===== config.mk =====
export PLATFORM = sky130hd
export DESIGN_NAME = sc_bitstream_decoder
export DESIGN_NICKNAME = d
export VERILOG_FILES = /design/src/rtl/sc_bitstream_decoder_pkg.sv /design/src/rtl/sc_bitstream_decoder_ones_counter.sv /design/src/rtl/sc_bitstream_decoder.sv
export SDC_FILE = /design/constraint.sdc
export NUM_CORES = 1
export LEC_CHECK = 0
export ABC_AREA = 0
export CORE_MARGIN = 4
export CORE_UTILIZATION = 50
export DETAILED_ROUTE_END_ITERATION = 6
export GPL_ROUTABILITY_DRIVEN = 0
export GPL_TIMING_DRIVEN = 0
export PLACE_DENSITY_LB_ADDON = 0.08
export SETUP_SLACK_MARGIN = 0.2
export SLEW_MARGIN = 20
export SYNTH_ARGS = -nofsm -noshare
export SYNTH_HDL_FRONTEND = slang
export SYNTH_SLANG_ARGS = --single-unit
export TNS_END_PERCENT = 1

===== constraint.sdc =====
create_clock -name clk -period 3.2 [get_ports clk]
set_input_delay 0.96 -clock clk [delete_from_list [all_inputs] [get_ports clk]]
set_output_delay 0.96 -clock clk [all_outputs]
set_load 0.03 [all_outputs]

===== src/rtl/sc_bitstream_decoder_pkg.sv =====
// Shared types for the stochastic bitstream decoder: FSM state encoding and window-length helper.
package sc_pkg;

   typedef enum logic [1:0] {
      IDLE,
      ACCUM,
      DONE
   } sc_dec_state_t;

   function automatic int win_len(input int inwd);
      return 1 << inwd;
   endfunction

endpackage


===== src/rtl/sc_bitstream_decoder_ones_counter.sv =====
// Clearable up-counter of sampled '1' bits; clear wins over inc, one-cycle update.
module sc_ones_counter #(
   parameter int W = 9
) (
   input  logic         clk,
   input  logic         rst_n,
   input  logic         clear,
   input  logic         inc,
   output logic [W-1:0] count
);

   always_ff @(posedge clk or negedge rst_n) begin
      if (!rst_n) begin
         count <= '0;
      end else if (clear) begin
         count <= '0;
      end else if (inc) begin
         count <= count + W'(1);
      end
   end

endmodule


===== src/rtl/sc_bitstream_decoder.sv =====
// Counts ones over 2^INWD enabled cycles; result valid the cycle after the last bit.
// binOut/binValid held in DONE until outReady; start in DONE is ignored until consumed.
module sc_bitstream_decoder
   import sc_pkg::*;
#(
   parameter int INWD       = 8,
   parameter bit CONTINUOUS = 1'b0
) (
   input  logic          clk,
   input  logic          rst_n,
   input  logic          enable,
   input  logic          start,
   input  logic          bitIn,
   input  logic          outReady,
   output logic [INWD:0] binOut,
   output logic          binValid,
   output logic          busy
);

   localparam logic [INWD-1:0] CYC_LAST = INWD'(win_len(INWD) - 1);

   sc_dec_state_t state;
   sc_dec_state_t state_nxt;

   logic [INWD-1:0] cyc_cnt;
   logic [INWD:0]   ones_cnt;
   logic            sample;
   logic            last_bit;
   logic            clear;

   // A restart pulse in ACCUM discards the bit of that cycle, so it suppresses sampling.
   always_comb begin
      sample   = (state == ACCUM) && enable && !start;
      last_bit = sample && (cyc_cnt == CYC_LAST);
      clear    = ((state == IDLE)  && (start || CONTINUOUS))
              || ((state == ACCUM) && start)
              || ((state == DONE)  && outReady && (start || CONTINUOUS));
   end

   always_ff @(posedge clk or negedge rst_n) begin
      if (!rst_n) begin
         state <= IDLE;
      end else begin
         state <= state_nxt;
      end
   end

   always_comb begin
      state_nxt = state;
      case (state)
         IDLE:    if (start || CONTINUOUS) state_nxt = ACCUM;
         ACCUM:   if (last_bit) state_nxt = DONE;
         DONE:    if (outReady) state_nxt = (start || CONTINUOUS) ? ACCUM : IDLE;
         default: state_nxt = IDLE;
      endcase
   end

   always_comb begin
      busy     = (state == ACCUM);
      binValid = (state == DONE);
   end

   always_ff @(posedge clk or negedge rst_n) begin
      if (!rst_n) begin
         cyc_cnt <= '0;
      end else if (clear) begin
         cyc_cnt <= '0;
      end else if (sample) begin
         cyc_cnt <= cyc_cnt + INWD'(1);
      end
   end

   always_ff @(posedge clk or negedge rst_n) begin
      if (!rst_n) begin
         binOut <= '0;
      end else if (last_bit) begin
         binOut <= ones_cnt + (INWD+1)'(bitIn);
      end
   end

   sc_ones_counter #(
      .W (INWD + 1)
   ) u_ones_counter (
      .clk   (clk),
      .rst_n (rst_n),
      .clear (clear),
      .inc   (sample && bitIn),
      .count (ones_cnt)
   );

endmodule


==> metrics, run 1 <==
status=complete, no violations; sequential area share after synthesis=48.6%; vias per inst=5.35; share of cells above drive strength 1=between 10% and 20%; CP Class=reg -> out; core footprint=~0.0028 mm^2; Peak supply drop=between 0.2 and 0.3 mV; final worst path period need=2.62 ns; period utilisation layout=around four fifths; Netlist cell types=31; CTS resizes=0; total clock sinks=28; routed wire length=between 2 and 3 mm; power per cell area=369 mW/mm^2; total negative slack=0 ns; busiest grt layer=met2; synthesized area per cell=around 11 um^2; Area Growth Syn to Fin=17.1%; H-tree level count=1; Die Y=about 60 um; Hold/Removal Path Class=reg -> reg; first-pass GRT wire length=around 4.4 mm; clock root buffer=clkbuf_4; worst path required time=roughly 2.2 ns; f_max=between 0.3 and 0.4 GHz; initial detailed-routing violation count=48; clock latency on the worst-skew pair=0.32 ns; M2 GR Usage=around 25%; cell count of the worst reg-to-reg path=5; # IOs=17; Mapped Nets=between 100 and 150; met1 Resource Use GR=between 20 and 25%; P_leak=between 0.7 and 0.8 nW; synth top area cells=dfrtp_1 49%, mux2_4 8.3%, xor2_1 7.3%; Hold Path Cell Cnt=1; cts hold-fix bufs=0; largest net degree at the start of global routing=29; die area=approximately 0.0038 mm^2; Reg-to-Reg Start=state[1]$_DFFE_PN0P_; Post-route DRC=0; Hold Fails Final Rpt=0; count of pins over their slew limit=0; Die X-Extent=61.7 um; worst flop-to-flop path endpoint=binOut[1]$_DFFE_PN0P_; initial cell density of the core=between 50 and 60%; row count=19; via count of the routed design=979; post-layout util=between 60% and 70%; postcts setup bufs=0; Relative slew margins=between 50% and 60%; diode count=0; Post-Place Cell Area=~0.0016 mm^2; Total Nets Final=163; Place WS=0.447 ns; CP max FO=6; Mapped Area=about 0.0014 mm^2; worst setup margin=between 0.5 and 0.6 ns; r2r setup slk=1.43 ns; DR WL/cell=approximately 14 um; Buffers on Ports=16; vias in the first global route=~1000; area share of the largest cell type after synthesis=about half; # setup viols final=0; GRT Residual Overflow=0; post-synth top area cell=dfrtp_1; clock slew at reported path FFs=0.15 ns; remaining antenna violation count after routing=0; max cap viols=0; met3 Usage GRT=just under 3%; synth warn=0; worst clock skew=0.00574 ns; CP startpoint kind=register; GRT Overall Usage=between 10% and 20%; initial antenna violation count=0; post-route cell area=approximately 0.0017 mm^2; RSZ-0062 raised after global routing=no; Synth Register Bits=28; CTS buffer count=3; Hold Startpoint=binOut[5]$_DFFE_PN0P_; CTS tree=built; DP HPWL=~1.8 mm; Critical Path End Type=output port; drt first pass iters=4; Worst EP arrival=about 1.7 ns; worst slew pin tran=0.618 ns; hold worst-path end=binOut[5]$_DFFE_PN0P_; Placed Cells=roughly 180; Non-Filler Instances=~180; synthesized netlist cell count=between 100 and 150; CTS Buffer Depth=2
-- metal layers --
layer | share of wire, % | vias to the layer above
met4 | 0.66 | 0
met1 | 49 | 469
met2 | 46 | 19
met5 | 0 | -
met3 | 3.7 | 2
li1 | - | 489
-- logic make-up after synthesis --
kind of cell	Yosys count	synth area share [%]
AO/OA/AOI/OAI	10	4.43
buffers and inverters	9	2.95
flip-flops	28	48.6
XOR/XNOR	19	11.5
AND/OR/NAND/NOR	52	19.2
adder cells (fa/ha/maj)	4	3.47
multiplexers	10	9.81
-- cells in the final DEF, fill, tap and decap left out, drive strengths merged --
master	synthesis	layout
mux2	9	9
and2	2	2
clkdlybuf4s50	0	15
inv	3	3
a21oi	3	3
nor2	18	18
a211o	1	1
mux2i	1	1
nor3	3	3
ha	4	4
a32o	1	1
and4bb	1	1
bufinv	0	1
xor2	12	12
nor2b	2	2
nand3	7	7
or3	2	2
nand2	4	4
and3	3	3
buf	2	3
o21ai	3	3
nand4b	1	1
and4	2	2
xnor2	7	7
clkbuf	4	7
a21o	2	2
nand2b	2	2
dfrtp	28	28
nand4	5	5
-- Yosys cell counts (all sizes together) --
library cell,n
and4bb,1
o21ai,3
a32o,1
a21oi,3
buf,2
inv,3
and2,2
nand2b,2
nor2b,2
and4,2
nand3,7
clkbuf,4
a211o,1
mux2,9
xor2,12
nand4,5
nand2,4
nand4b,1
or3,2
mux2i,1
nor2,18
and3,3
nor3,3
xnor2,7
dfrtp,28
ha,4
a21o,2
-- per-stage QoR --
| step | hold slack [ns] | power (mW) |
|---|---|---|
| 6_report | 0.526 | 0.623 |
| 5_1_grt | 0.548 | 0.660 |
| 4_1_cts | 0.530 | 0.634 |
| 3_5_place_dp | 0.493 | 0.401 |
| 3_3_place_gp | 0.493 | 0.400 |
| 2_1_floorplan | 0.497 | 0.382 |
-- critical path, stage by stage (launching register included) --
cell             delay (ns)
dfrtp_1                0.46
nor2b_1                0.17
clkdlybuf4s50_1        0.70
-- report_power, final --
group          internal, mW  switching, mW  total [mW]
combinational        0.0122         0.0204      0.0326
sequential            0.357        0.00372       0.361
clock                 0.127          0.103       0.229
-- registers in the layout, indices dropped and copies added, names as in the netlist --
name and cells:
u_ones_counter.count 9, cyc_cnt 8, binOut 9, state 2
-- area by class of cell --
class,instances,area (um^2)
plain buffers,6,31.3
well taps,31,38.8
clock buffers,3,22.5
flip-flops and latches,28,701
fillers,235,1070
repair buffers,16,155
clock inverters,1,30.0
inverters,3,11.3
multi-input cells,95,698
-- how the worst max path moves through the flow --
| stage | start | to | slack [ns] | cells past startpoint |
|---|---|---|---|---|
| floorplan | start | binOut[0]$_DFFE_PN0P_ | 1.04 | 5 |
| global placement | bitIn | binOut[8]$_DFFE_PN0P_ | 0.45 | 7 |
| detailed placement | bitIn | binOut[8]$_DFFE_PN0P_ | 0.45 | 7 |
| CTS | state[0]$_DFFE_PN0P_ | binValid | 0.55 | 2 |
| global route | state[1]$_DFFE_PN0P_ | binValid | 0.48 | 2 |
| finish | state[0]$_DFFE_PN0P_ | binValid | 0.58 | 2 |
No activity file was read; power rests on OpenSTA's default activity.
==> inputs of run 2 (changes only) <==
==> constraint.sdc (replaced) <==
create_clock -name clk -period 2.7 [get_ports clk]
set_input_delay 0.81 -clock clk [delete_from_list [all_inputs] [get_ports clk]]
set_output_delay 0.81 -clock clk [all_outputs]
set_load 0.03 [all_outputs]
==> metrics, run 2 (synthesis results as in run 1) <==
Worst EP arrival=1.65 ns (about the same); worst path required time=1.89 ns (-0.35 ns); # IOs=17 (unchanged); CP startpoint kind=register; largest net degree at the start of global routing=29 (unchanged); Critical Path End Type=output port; DR WL/cell=14.0 um (about the same); core footprint=0.00276 mm^2 (unchanged); initial antenna violation count=0 (unchanged); f_max=between 0.4 and 0.5 GHz; Relative slew margins=58.9% (+0.075 points); via count of the routed design=981 (+0.20%); total clock sinks=28 (unchanged); drt first pass iters=4 (unchanged); first-pass GRT wire length=4.44 mm (unchanged); CTS buffer count=3 (unchanged); period utilisation layout=between 90% and 100%; worst slew pin tran=0.617 ns (-0.00113 ns); cell count of the worst reg-to-reg path=5 (unchanged); row count=19 (unchanged); share of cells above drive strength 1=11.8% (unchanged); final worst path period need=around 2.5 ns; combinational group share of total power=5.2% (about the same); Reg-to-Reg Start=state[1]$_DFFE_PN0P_; max cap viols=0 (unchanged); vias in the first global route=987 (unchanged); Peak supply drop=0.355 mV (+19%); clock latency on the worst-skew pair=0.32 ns (about the same); clock root buffer=clkbuf_4; Hold Fails Final Rpt=0 (unchanged); routed wire length=2.56 mm (about the same); CTS Buffer Depth=2 (unchanged); P_leak=0.810 nW (+2.4%); switching share of power=20.4% (+0.041 points); r2r setup slk=0.93 ns (-0.50 ns); clock share of power=36.9% (about the same); initial cell density of the core=52.3% (unchanged); remaining antenna violation count after routing=0 (unchanged); Hold/Removal Path Class=in -> async; Die X-Extent=61.7 um (unchanged); DP HPWL=1.81 mm (unchanged); die area=0.00381 mm^2 (unchanged); # setup viols final=0 (unchanged); CTS tree=built; commonest non-fill, non-tap cell in the layout=dfrtp_1; CP max FO=6 (unchanged); GRT Overall Usage=16.0% (unchanged); clock slew at reported path FFs=0.15 ns (about the same); GRT Residual Overflow=0 (unchanged); switching pwr=0.151 mW (+19%); count of pins over their slew limit=0 (unchanged); Seq pwr share=57.9% (about the same); fillers=236 (+0.43%); power per cell area=437 mW/mm^2 (+18%); H-tree level count=1 (unchanged); Area Growth Syn to Fin=17.3%; initial detailed-routing violation count=48 (unchanged); Total Nets Final=163 (unchanged); worst flop-to-flop path endpoint=binOut[1]$_DFFE_PN0P_; CP Class=reg -> out; Int Power=0.587 mW (+19%); Regs by FF count=binOut x9, u_ones_counter.count x9, cyc_cnt x8; Post-route DRC=0 (unchanged); total negative slack=0 ns (unchanged); RSZ-0062 raised after global routing=yes; worst clock skew=0.00642 ns (+0.000684 ns); vias per inst=5.36 (+0.20%); diode count=0 (unchanged); Die Y=61.7 um (unchanged); status=complete, no violations; post-layout util=61.3% (+0.091 points); most frequent cells in the layout=28 x dfrtp_1, 18 x nor2_1, 14 x clkdlybuf4s50_1; Buffers on Ports=16 (unchanged)
-- run 2: changes by cell type in the layout (fill, tap and decap cells not counted) --
cell,change
clkdlybuf4s50_1,-1
dlymetal6s2s_1,+1
-- run 2: power groups by stage --
| stage | combinational [mW] | clock, mW | sequential [mW] |
|---|---|---|---|
| 6_report | 0.0386 | 0.272 | 0.427 |
| 5_1_grt | 0.0452 | 0.308 | 0.428 |
| 4_1_cts | 0.0398 | 0.284 | 0.427 |
| 3_5_place_dp | 0.0398 | 0 | 0.435 |
| 3_3_place_gp | 0.0393 | 0 | 0.435 |
| 2_1_floorplan | 0.0181 | 0 | 0.434 |
-- run 2: what timing repair did --
action,CTS,global route
endpoints found under the setup margin,0,2
hold buffers,0,0
setup buffers,0,0
gates resized for setup,0,1
-- run 2: routing by layer --
metal | vias up | track usage, % | wire, um
met1 | 471 | 22.5 | 1260
li1 | 489 | - | -
met2 | 19 | 25.0 | 1180
met3 | 2 | 2.89 | 94
met5 | - | 0 | 0
met4 | 0 | 5.76 | 17
-- run 2: critical path, stage by stage, from the launching register on --
cell and delay, ns:
dfrtp_1 0.45, nand2b_1 0.17, inv_1 0.05, clkdlybuf4s50_1 0.66
-- run 2: how the worst max path moves through the flow --
stage,end,cells after the start,start,slack (ns)
5_1_grt,busy,3,state[1]$_DFFE_PN0P_,0.15
3_3_place_gp,binOut[8]$_DFFE_PN0P_,7,bitIn,0.1
6_report,busy,3,state[1]$_DFFE_PN0P_,0.24
4_1_cts,binValid,2,state[0]$_DFFE_PN0P_,0.20
2_1_floorplan,binOut[0]$_DFFE_PN0P_,5,start,0.69
3_5_place_dp,binOut[8]$_DFFE_PN0P_,7,bitIn,0.1
-- run 2: final cells by class --
class	count	area, um^2	share of cell area (%)
flip-flops and latches	28	701	41.5
multi-input cells	95	698	41.3
repair buffers	16	158	9.33
well taps	31	38.8	2.29
plain buffers	6	31.3	1.85
clock inverters	1	30.0	1.78
clock buffers	3	22.5	1.33
inverters	3	11.3	0.666
-- run 2: stage by stage --
| step | instances | cell area [um^2] | hold WS, ns | setup slack, ns | power (mW) |
|---|---|---|---|---|---|
| finish | 183 | 1690 | 0.475 | 0.239 | 0.738 |
| global route | 183 | 1690 | 0.490 | 0.151 | 0.782 |
| CTS | 183 | 1690 | 0.491 | 0.205 | 0.751 |
| detailed placement | 179 | 1640 | 0.493 | 0.0973 | 0.475 |
| global placement | 179 | 1640 | 0.493 | 0.0962 | 0.474 |
| floorplan | 132 | 1440 | 0.497 | 0.693 | 0.452 |
==> inputs of run 3 (changes only) <==
--- a/config.mk
+++ b/config.mk
@@ -6,11 +6,12 @@
 export NUM_CORES = 1
 export LEC_CHECK = 0
 export ABC_AREA = 0
+export ABC_CLOCK_PERIOD_IN_PS = 2700
 export CORE_MARGIN = 4
 export CORE_UTILIZATION = 50
 export DETAILED_ROUTE_END_ITERATION = 6
 export GPL_ROUTABILITY_DRIVEN = 0
-export GPL_TIMING_DRIVEN = 0
+export GPL_TIMING_DRIVEN = 1
 export PLACE_DENSITY_LB_ADDON = 0.08
 export SETUP_SLACK_MARGIN = 0.2
 export SLEW_MARGIN = 20
==> metrics, run 3 (synthesis results as in run 1) <==
# IOs=17 (unchanged); vias per inst=5.49 (+2.3%); switching pwr=0.154 mW (+1.9%); CP max FO=6 (unchanged); max cap viols=0 (unchanged); Int Power=0.591 mW (+0.64%); CTS buffer count=3 (unchanged); switching share of power=20.6% (+0.20 points); cts hold-fix bufs=0 (unchanged); Critical Path End Type=output port; diode count=0 (unchanged); post-layout util=61.4% (+0.091 points); row count=19 (unchanged); DP HPWL=1.83 mm (+1.2%); H-tree level count=1 (unchanged); via count of the routed design=993 (+1.2%); fillers=243 (+3.0%); clock latency on the worst-skew pair=0.33 ns (about the same); clock slew at reported path FFs=0.16 ns (about the same); met3 wire len=140 um (+49%); GRT Overall Usage=16.4% (+0.34 points); Die X-Extent=61.7 um (unchanged); core footprint=0.00276 mm^2 (unchanged); Post-Route M1 WL=1.24 mm (-2.2%); status=complete, no violations; CP startpoint kind=register; Place WS=0.155 ns (+0.0575 ns); Hold Fails Final Rpt=0 (unchanged); Non-Filler Instances=181 (-1.1%); clock root buffer=clkbuf_4; worst path required time=1.89 ns (about the same); hold slack=0.528 ns (+0.0526 ns); total negative slack=0 ns (unchanged); metal2 WL=1.20 mm (+1.4%); initial antenna violation count=0 (unchanged); Seq pwr share=57.4% (-0.5 points); Hold/Removal Path Class=reg -> reg; power per cell area=440 mW/mm^2 (+0.75%); Placed Cells=177 (-1.1%); initial cell density of the core=52.3% (unchanged); DR WL/cell=14.4 um (+2.8%); Post-route DRC=0 (unchanged); postcts setup bufs=0 (unchanged); Design Power=0.745 mW (+0.90%); vias in the first global route=988 (+0.10%); remaining antenna violation count after routing=0 (unchanged); share of cells above drive strength 1=12.7% (+0.82 points); Total Nets Final=161 (-1.2%); CTS tree=built; RSZ-0062 raised after global routing=no; post-route cell area=0.00169 mm^2 (+0.15%); count of pins over their slew limit=0 (unchanged); worst clock skew=0.00987 ns (+0.00345 ns); Max Used Layer=met4; period utilisation layout=82.1% (-9.1 points); final worst path period need=2.22 ns (-0.245 ns); drt first pass iters=4 (unchanged); combinational group share of total power=5.7% (+0.5 points); Area Growth Syn to Fin=17.4%; most frequent cells in the layout=28 x dfrtp_1, 18 x nor2_1, 14 x clkdlybuf4s50_1; first-pass GRT wire length=4.60 mm (+3.6%); CP Class=reg -> out; CTS Buffer Depth=2 (unchanged); Relative slew margins=76.6% (+18 points); initial detailed-routing violation count=57 (+19%); Regs by FF count=binOut x9, u_ones_counter.count x9, cyc_cnt x8; commonest non-fill, non-tap cell in the layout=dfrtp_1; Peak supply drop=0.337 mV (-5.1%); Worst EP arrival=1.41 ns (-0.24 ns); total clock sinks=28 (unchanged); die area=0.00381 mm^2 (unchanged); worst setup margin=0.484 ns (+0.245 ns); Die Y=61.7 um (unchanged); routed wire length=2.61 mm (+1.7%); P_leak=0.812 nW (+0.21%); GRT Residual Overflow=0 (unchanged); largest net degree at the start of global routing=29 (unchanged); worst slew pin tran=0.351 ns (-0.266 ns); # setup viols final=0 (unchanged); f_max=0.451 GHz (+11%); Buffers on Ports=16 (unchanged); clock share of power=36.9% (about the same); Post-Place Cell Area=0.00164 mm^2 (+0.23%)
[run 3: final cells by class]
| class | instances | area, um^2 | share of cell area [%] |
|---|---|---|---|
| inverters | 3 | 11.3 | 0.665 |
| well taps | 31 | 38.8 | 2.29 |
| clock inverters | 1 | 30.0 | 1.77 |
| flip-flops and latches | 28 | 701 | 41.4 |
| repair buffers | 20 | 191 | 11.3 |
| clock buffers | 3 | 22.5 | 1.33 |
| multi-input cells | 95 | 698 | 41.2 |
[run 3: final timing paths]
check | start | to | slack (ns) | cells after the start
max in group asynchronous | rst_n | binOut[0]$_DFFE_PN0P_ | 1.61 | 2
min in group asynchronous | rst_n | binOut[6]$_DFFE_PN0P_ | 0.83 | 2
setup / recovery | state[1]$_DFFE_PN0P_ | busy | 0.48 | 3
hold / removal | binOut[7]$_DFFE_PN0P_ | binOut[7]$_DFFE_PN0P_ | 0.53 | 1
hold reg to reg | binOut[7]$_DFFE_PN0P_ | binOut[7]$_DFFE_PN0P_ | 0.53 | 1
setup reg to reg | state[1]$_DFFE_PN0P_ | binOut[3]$_DFFE_PN0P_ | 0.97 | 4
[run 3: power groups by stage]
stage	registers (mW)	logic, mW	clock network, mW
6_report	0.427	0.0426	0.275
5_1_grt	0.428	0.0489	0.306
4_1_cts	0.427	0.0443	0.283
3_5_place_dp	0.435	0.0441	0
3_3_place_gp	0.435	0.0427	0
2_1_floorplan	0.434	0.0181	0
[run 3: per-layer routing]
| layer | track usage, % | vias up |
|---|---|---|
| met5 | 0 | - |
| met4 | 6.36 | 0 |
| met3 | 2.69 | 2 |
| met2 | 25.7 | 35 |
| met1 | 22.7 | 465 |
| li1 | - | 491 |
[run 3: what timing repair did]
item / in CTS / in global routing
resized for setup: 1 / 1
endpoints found under the setup margin: 2 / 1
pin swaps: 0 / 0
[run 3: worst max-delay path, stage by stage (launching register included)]
cell           delay (ns)
dfrtp_1              0.45
nand2b_1             0.18
inv_1                0.06
dlygate4sd2_1        0.39
